`src/rtl/shift_register_rx_frame.sv`:
```
// UART RX deserialiser: start hunt, LSB-first data, optional parity, 1/2 stop bits, one-entry output hold.
// Latency: o_data_valid rises in the clock cycle after the final stop-bit sample tick.
// Backpressure: none upstream; an uncollected frame is overwritten by the next one and o_overrun is set.
module shift_register_rx_frame #(
  parameter int DATA_BITS  = 7,
  parameter int PARITY_EN  = 0,
  parameter int PARITY_ODD = 0,
  parameter int STOP_BITS  = 1
) (
  input  logic                 i_clk,
  input  logic                 i_reset_n,
  input  logic                 i_serial_in,
  input  logic                 i_baud_tick_rx,
  input  logic                 i_en,
  input  logic                 i_data_ready,
  output logic [DATA_BITS-1:0] o_data_out,
  output logic                 o_data_valid,
  output logic                 o_parity_err,
  output logic                 o_frame_err,
  output logic                 o_overrun,
  output logic                 o_busy
);

  localparam int                 CNT_W     = $clog2(DATA_BITS);
  localparam logic [CNT_W-1:0]   LAST_BIT  = CNT_W'(DATA_BITS - 1);
  localparam logic               LAST_STOP = (STOP_BITS == 2);
  localparam logic               PAR_ON    = (PARITY_EN != 0);
  localparam logic               PAR_ODD   = (PARITY_ODD != 0);

  typedef enum logic [1:0] {
    ST_IDLE,
    ST_DATA,
    ST_PARITY,
    ST_STOP
  } state_t;

  state_t                 r_state;
  logic [CNT_W-1:0]       r_bit_cnt;
  logic                   r_stop_cnt;
  logic [DATA_BITS-1:0]   r_shift;
  logic                   r_par_bad;
  logic                   r_stop_bad;
  logic [DATA_BITS-1:0]   r_data_out;
  logic                   r_data_valid;
  logic                   r_parity_err;
  logic                   r_frame_err;
  logic                   r_overrun;
  logic                   r_busy;

  logic                   w_stop_bad_nxt;
  logic                   w_par_bad_nxt;
  logic                   w_last_stop;

  // Error terms that include the bit being sampled on this tick.
  assign w_stop_bad_nxt = r_stop_bad | ~i_serial_in;
  assign w_par_bad_nxt  = (^{r_shift, i_serial_in}) != PAR_ODD;
  assign w_last_stop    = (r_stop_cnt == LAST_STOP);

  // Receive FSM, holding register and handshake; everything advances only on enabled baud ticks
  // except the consumer handshake and the enable-driven clear.
  always_ff @(posedge i_clk or negedge i_reset_n) begin
    if (!i_reset_n) begin
      r_state      <= ST_IDLE;
      r_bit_cnt    <= '0;
      r_stop_cnt   <= 1'b0;
      r_shift      <= '0;
      r_par_bad    <= 1'b0;
      r_stop_bad   <= 1'b0;
      r_data_out   <= '0;
      r_data_valid <= 1'b0;
      r_parity_err <= 1'b0;
      r_frame_err  <= 1'b0;
      r_overrun    <= 1'b0;
      r_busy       <= 1'b0;
    end else begin
      // Consumer handshake; a commit on the same edge overrides this below.
      if (r_data_valid && i_data_ready) begin
        r_data_valid <= 1'b0;
      end

      if (!i_en) begin
        // Disabled: drop any partial frame, keep the last committed frame readable.
        r_state    <= ST_IDLE;
        r_bit_cnt  <= '0;
        r_stop_cnt <= 1'b0;
        r_shift    <= '0;
        r_par_bad  <= 1'b0;
        r_stop_bad <= 1'b0;
        r_overrun  <= 1'b0;
        r_busy     <= 1'b0;
      end else if (i_baud_tick_rx) begin
        case (r_state)
          ST_IDLE: begin
            // A low line at a tick is a start bit, even straight after a stop bit.
            if (!i_serial_in) begin
              r_state    <= ST_DATA;
              r_bit_cnt  <= '0;
              r_stop_cnt <= 1'b0;
              r_par_bad  <= 1'b0;
              r_stop_bad <= 1'b0;
              r_busy     <= 1'b1;
            end
          end

          ST_DATA: begin
            for (int i = 0; i < DATA_BITS; i++) begin
              if (r_bit_cnt == CNT_W'(i)) begin
                r_shift[i] <= i_serial_in;
              end
            end
            if (r_bit_cnt == LAST_BIT) begin
              r_bit_cnt <= '0;
              r_state   <= PAR_ON ? ST_PARITY : ST_STOP;
            end else begin
              r_bit_cnt <= r_bit_cnt + 1'b1;
            end
          end

          ST_PARITY: begin
            r_par_bad  <= w_par_bad_nxt;
            r_stop_cnt <= 1'b0;
            r_state    <= ST_STOP;
          end

          ST_STOP: begin
            r_stop_bad <= w_stop_bad_nxt;
            if (w_last_stop) begin
              // Commit even on a bad stop bit; the flag travels with the data.
              r_state      <= ST_IDLE;
              r_busy       <= 1'b0;
              r_data_out   <= r_shift;
              r_parity_err <= PAR_ON & r_par_bad;
              r_frame_err  <= w_stop_bad_nxt;
              r_data_valid <= 1'b1;
              if (r_data_valid && !i_data_ready) begin
                r_overrun <= 1'b1;
              end
            end else begin
              r_stop_cnt <= r_stop_cnt + 1'b1;
            end
          end

          default: begin
            r_state <= ST_IDLE;
            r_busy  <= 1'b0;
          end
        endcase
      end
    end
  end

  assign o_data_out   = r_data_out;
  assign o_data_valid = r_data_valid;
  assign o_parity_err = r_parity_err;
  assign o_frame_err  = r_frame_err;
  assign o_overrun    = r_overrun;
  assign o_busy       = r_busy;

endmodule

```
`config.mk`:
```
export PLATFORM = sky130hd
export DESIGN_NAME = shift_register_rx_frame
export DESIGN_NICKNAME = d
export VERILOG_FILES = /design/src/rtl/shift_register_rx_frame.sv
export SDC_FILE = /design/constraint.sdc
export NUM_CORES = 1
export LEC_CHECK = 0
export BUFFER_PORTS_ARGS = -buffer_cell sky130_fd_sc_hd__buf_2
export CAP_MARGIN = 25
export CORE_ASPECT_RATIO = 1.75
export CORE_MARGIN = 4
export CORE_UTILIZATION = 45
export CTS_CLUSTER_DIAMETER = 40
export DETAILED_ROUTE_END_ITERATION = 8
export MAX_ROUTING_LAYER = met4
export PLACE_DENSITY = 0.65
export SLEW_MARGIN = 40
export SYNTH_ARGS = -nofsm -noshare
export SYNTH_HDL_FRONTEND = slang
export SYNTH_SLANG_ARGS = --single-unit
```
`constraint.sdc`:
```
create_clock -name i_clk -period 3.69 [get_ports i_clk]
set_clock_uncertainty 0.15 [all_clocks]
set_input_delay 0.369 -clock i_clk [delete_from_list [all_inputs] [get_ports i_clk]]
set_output_delay 0.369 -clock i_clk [all_outputs]
set_load 0.01 [all_outputs]
```
; ---- Yosys cells after proc, flatten, opt, wreduce, memory -nomap -nowiden
; Index checks and enable logic that the tools add are counted.
[totals]
output_inout_bits = 12
wordCells = 111
regBits = 25
input_bits = 6
[op_classes]
muxes = 44
add_sub_neg = 2
eq_ne = 27
reduce_logical = 19
bitwise = 3
[ops]
columns = cell, n
row1 = 3-bit AND reduction, 10
row2 = 1-bit two-way mux, 27
row3 = 7-bit two-way mux, 3
row4 = "2-bit by 1-bit inequality test with 1-bit output, second input constant", 10
row5 = 4-bit AND reduction, 4
row6 = 3-bit two-way mux, 4
row7 = 2-bit two-way mux, 5
row8 = "3-bit == test, second input constant", 3
row9 = "3-bit inequality test, second input constant", 3
row10 = 2-bit one-hot mux with 4 select lines, 1
row11 = "3-bit by 2-bit == test with 1-bit output, second input constant", 2
row12 = "3-bit by 1-bit inequality test with 1-bit output, second input constant", 2
row13 = 3-bit one-hot mux with 2 select lines, 1
row14 = "2-bit == test, second input constant", 2
row15 = "2-bit inequality test, second input constant", 2
row16 = "4-bit by 1-bit inequality test with 1-bit output, second input constant", 1
row17 = 1-bit one-hot mux with 2 select lines, 2
row18 = "3-bit by 1-bit adder with 3-bit output, second input constant", 1
row19 = "3-bit by 1-bit == test with 1-bit output, second input constant", 1
row20 = 3-bit zero test, 1
row21 = 1-bit one-hot mux with 3 select lines, 1
row22 = "2-bit by 1-bit == test with 1-bit output, second input constant", 1
row23 = 1-bit logical AND, 2
row24 = 2-bit zero test, 1
row25 = 4 further kinds, 5

; ---- Logic depth before layout (Yosys ltp)
[logic_depth]
depth_word = 7
ltp_mapped = 6
ltp_nobuf = 6

; ---- Worst setup path after synthesis
; Ideal clock, no wire load.
[synth_path]
kind = register to register
from = register r_state[1]
to = register r_bit_cnt[0]
required_ps = 3413
path_stages_with_launch = 7
slack_ps = 2056
setup_time_ps = 127
period_less_slack_ps = 1634
t_arrival_ps = 1356
n_path_buf = 0
path_cell_list = dfrtp_1 -> inv_1 -> ha_1 -> nor2b_1 -> o21ai_2 -> nand2_1 -> mux2_1
[synth_between]
elab_chain_len = 4
word_cells_on_any_way = 8
cone_classes = eq/ne (3) / mux (3) / reduce/logical (2)
[synth_lines]
columns = element, line_no
row1 = start: declaration, 37  ; state_t r_state;
row2 = start signal: assignment, 113  ; r_state <= PAR_ON ? ST_PARITY : ST_STOP;
row3 = 2-bit by 1-bit == test with 1-bit output or 2-bit zero test (tied branches), 92  ; case (r_state)
row4 = 3-bit one-hot mux with 2 select lines, 92
row5 = 3-bit two-way mux, 91  ; end else if (i_baud_tick_rx) begin
row6 = 3-bit two-way mux, 81  ; if (!i_en) begin
row7 = end signal: assignment, 115  ; r_bit_cnt <= r_bit_cnt + 1'b1;
row8 = end: declaration, 38  ; logic [CNT_W-1:0] r_bit_cnt;
; Parallel ways exist; a longest one is shown, timed or not. The select of a mux whose other input is x is not followed.
; A chain may end at the register's enable or synchronous reset.

; ---- Worst setup path in the final report
; Same ends and word-level chain as after synthesis.

==> results_dict.tcl <==
set metrics [dict create \
    max-vdd-ir-drop_uv 312.4 \
    fin_crit_sh 0.4801 \
    start_util 0.4789 \
    synth_top_area_share 0.4913 \
    synth_fp_nets 114 \
    drive_above_1_share 0.3250 \
    routed_wl_mm 2.029 \
    yosys.area.top_type "dfrtp_1" \
    yosysWarnings 0 \
    core_sq_mm 0.002552 \
    insertion_delay_ns 0.25 \
    clkTransAtPathRegs_ns 0.07 \
    leakagePower_nw 0.6823 \
    synth_enable_flop_cells 0 \
    synth_common_cells "dfrtp_1, nor2b_1, mux2i_1, nand2_1, mux2_4" \
    cts_sinks 24 \
    finalSetupTns_ns 0 \
    io_buffers 16 \
    finalHoldViolations 0 \
    holdBufCountCts 1 \
    track_usage 0.1307 \
    crit_type "reg2reg" \
    worst-endpoint-required_ns 3.68 \
    route.detailed.drc 0 \
    numCtsBuffers 3 \
    grt_pass1_wl_mm 3.470 \
    async_reset_ff_frac 1.000 \
    dr.pass1.iters 4 \
    netlist_instances 104 \
    grt_overflow 0 \
    rsz0062_at_grt "false" \
    post_cts_resized 0 \
    area_growth_pct 11.46 \
    row_count 24 \
    synth_top_cells_by_area "dfrtp_1, mux2i_1, mux2_4" \
    cts_setup_buffers 0 \
    crit_arrival_ns 1.76 \
    globalplace.congestion 0.7752 \
    grt_antenna_before_repair 0 \
    dp_hpwl_mm 1.575 \
    synth_seq_area_share 0.4913 \
    syn_avg_cell_area_sq_um 11.75 \
    hp-class "in2reg" \
    wl_per_cell_um 13.90 \
    pin_count 18 \
    synth-seq-cells 24 \
    diodes 0 \
    status "complete, no violations" \
    setup_violations 0 \
    ys_types 34 \
    start_kind "flop" \
    worst_pin_slew_ns 0.5310 \
    grt_max_degree 25 \
    critPathMaxFanout 6 \
    period_needed_ns 1.772 \
    cts_tree "done" \
    end_kind "flop" \
    fmax_mhz 564.4 \
    floorplan.die.width_um 47.40 \
    synth_area_sq_mm 0.001222 \
    via_per_inst 5.274 \
    root_buffer "clkbuf_8" \
    drtAntennaViolNets 0 \
    maxSlewHeadroom 0.6460 \
    die_area_sq_mm 0.003647 \
    drt-initial-drc-count 12 \
    report.final.slew_viol_count 0 \
    drv_cap 0 \
    dr_total_vias 770 \
    yosysMostFrequentCell "dfrtp_1" \
    fp.dieH_um 76.95 \
    clockBufferDepth 2 \
    total_power_uw 655.7 \
    ys.flop_type "dfrtp_1" \
    power_density_mw_per_mm2 481.2 \
    cts.htree.levels 1 \
    grt_pass1_vias 776 \
    fin_nets 132 \
]
[metrics by stage]
stage | util | setup WS (ns) | area (sq um) | hold slack, ns | std cells
after floorplan | - | 2.056 | 1222 | -0.07659 | 104
after global placement | 0.5137 | 1.939 | 1311 | 0.2249 | 142
after detailed placement | 0.5137 | 1.919 | 1311 | 0.2283 | 142
after CTS | 0.5338 | 1.909 | 1363 | 0.2498 | 146
after global routing | 0.5338 | 1.815 | 1363 | 0.2639 | 146
final | 0.5338 | 1.918 | 1363 | 0.2509 | 146
[cell usage in the layout (no fill, tap or decap), types with 2 or more instances in the layout]
cell and instances:
ha_1 4, a21oi_1 4, buf_2 16, mux2i_1 9
mux2_4 6, nor4_2 2, o21ai_0 2, inv_1 2
nand2b_1 3, nor2_1 3, nand2_2 2, nor2b_1 11
nand2_1 9, dfrtp_1 24, nor3_2 2, clkbuf_8 3
[power breakdown]
part,internal (mW),leakage (nW),switching [mW]
registers,0.296,0.328,0.0266
logic,0.0812,0.333,0.109
clock network,0.0726,0.0216,0.0700
total,0.450,0.682,0.206
[routing by layer]
metal  vias up  part of all wire  global-route usage
met5         -                 0                   -
met1       370              0.41              0.1642
met4         0            0.0069             0.04155
met2        12              0.55              0.2070
met3         2             0.034             0.02108
li1        386                 -                   -
[area by class of cell]
type                            instances  area [sq um]
Sequential cell                        24         600.6
Multi-Input combinational cell         73         586.8
Inverter                                3         11.26
Fill cell                             218          1190
Timing Repair Buffer                   17         90.09
Tap cell                               26         32.53
Clock buffer                            3         41.29
[flip-flops by register name, indices dropped and copies added, names as in the netlist]
name          flops
o_overrun         1
o_data_valid      1
o_busy            1
r_state           2
r_bit_cnt         3
r_stop_bad        1
o_frame_err       1
r_shift           7
o_data_out        7
[cell families (layout without fill, tap and decap cells)]
logic type / count (synthesis) / after routing / share of synthesized area
AO/OA/AOI/OAI: 12 / 12 / 0.06551
multiplexers: 17 / 17 / 0.1658
buffers and inverters: 7 / 23 / 0.02865
flip-flops: 24 / 24 / 0.4913
AND/OR/NAND/NOR: 39 / 39 / 0.2047
other: 1 / 1 / 0.003068
adder cells (fa/ha/maj): 4 / 4 / 0.04094
[critical path, cell delays in order, from the launching register on]
cell and delay, ns:
dfrtp_1 0.38, inv_1 0.09, ha_1 0.32, nor2b_1 0.20
o21ai_2 0.09, nand2_1 0.10, mux2_1 0.32
[path summary, 6_finish.rpt]
path / endpoint / startpoint / cells after the start / slack, ns
max: r_bit_cnt[0] / r_state[1] / 6 / 1.92
min: o_data_valid / i_data_ready / 3 / 0.25
max reg2reg: r_bit_cnt[0] / r_state[1] / 6 / 1.92
min reg2reg: o_frame_err / o_frame_err / 2 / 0.34
max in group asynchronous: r_state[0] / i_reset_n / 2 / 2.56
min in group asynchronous: o_data_out[0] / i_reset_n / 2 / 0.48
Note: power is estimated with default switching activity, not from simulation.
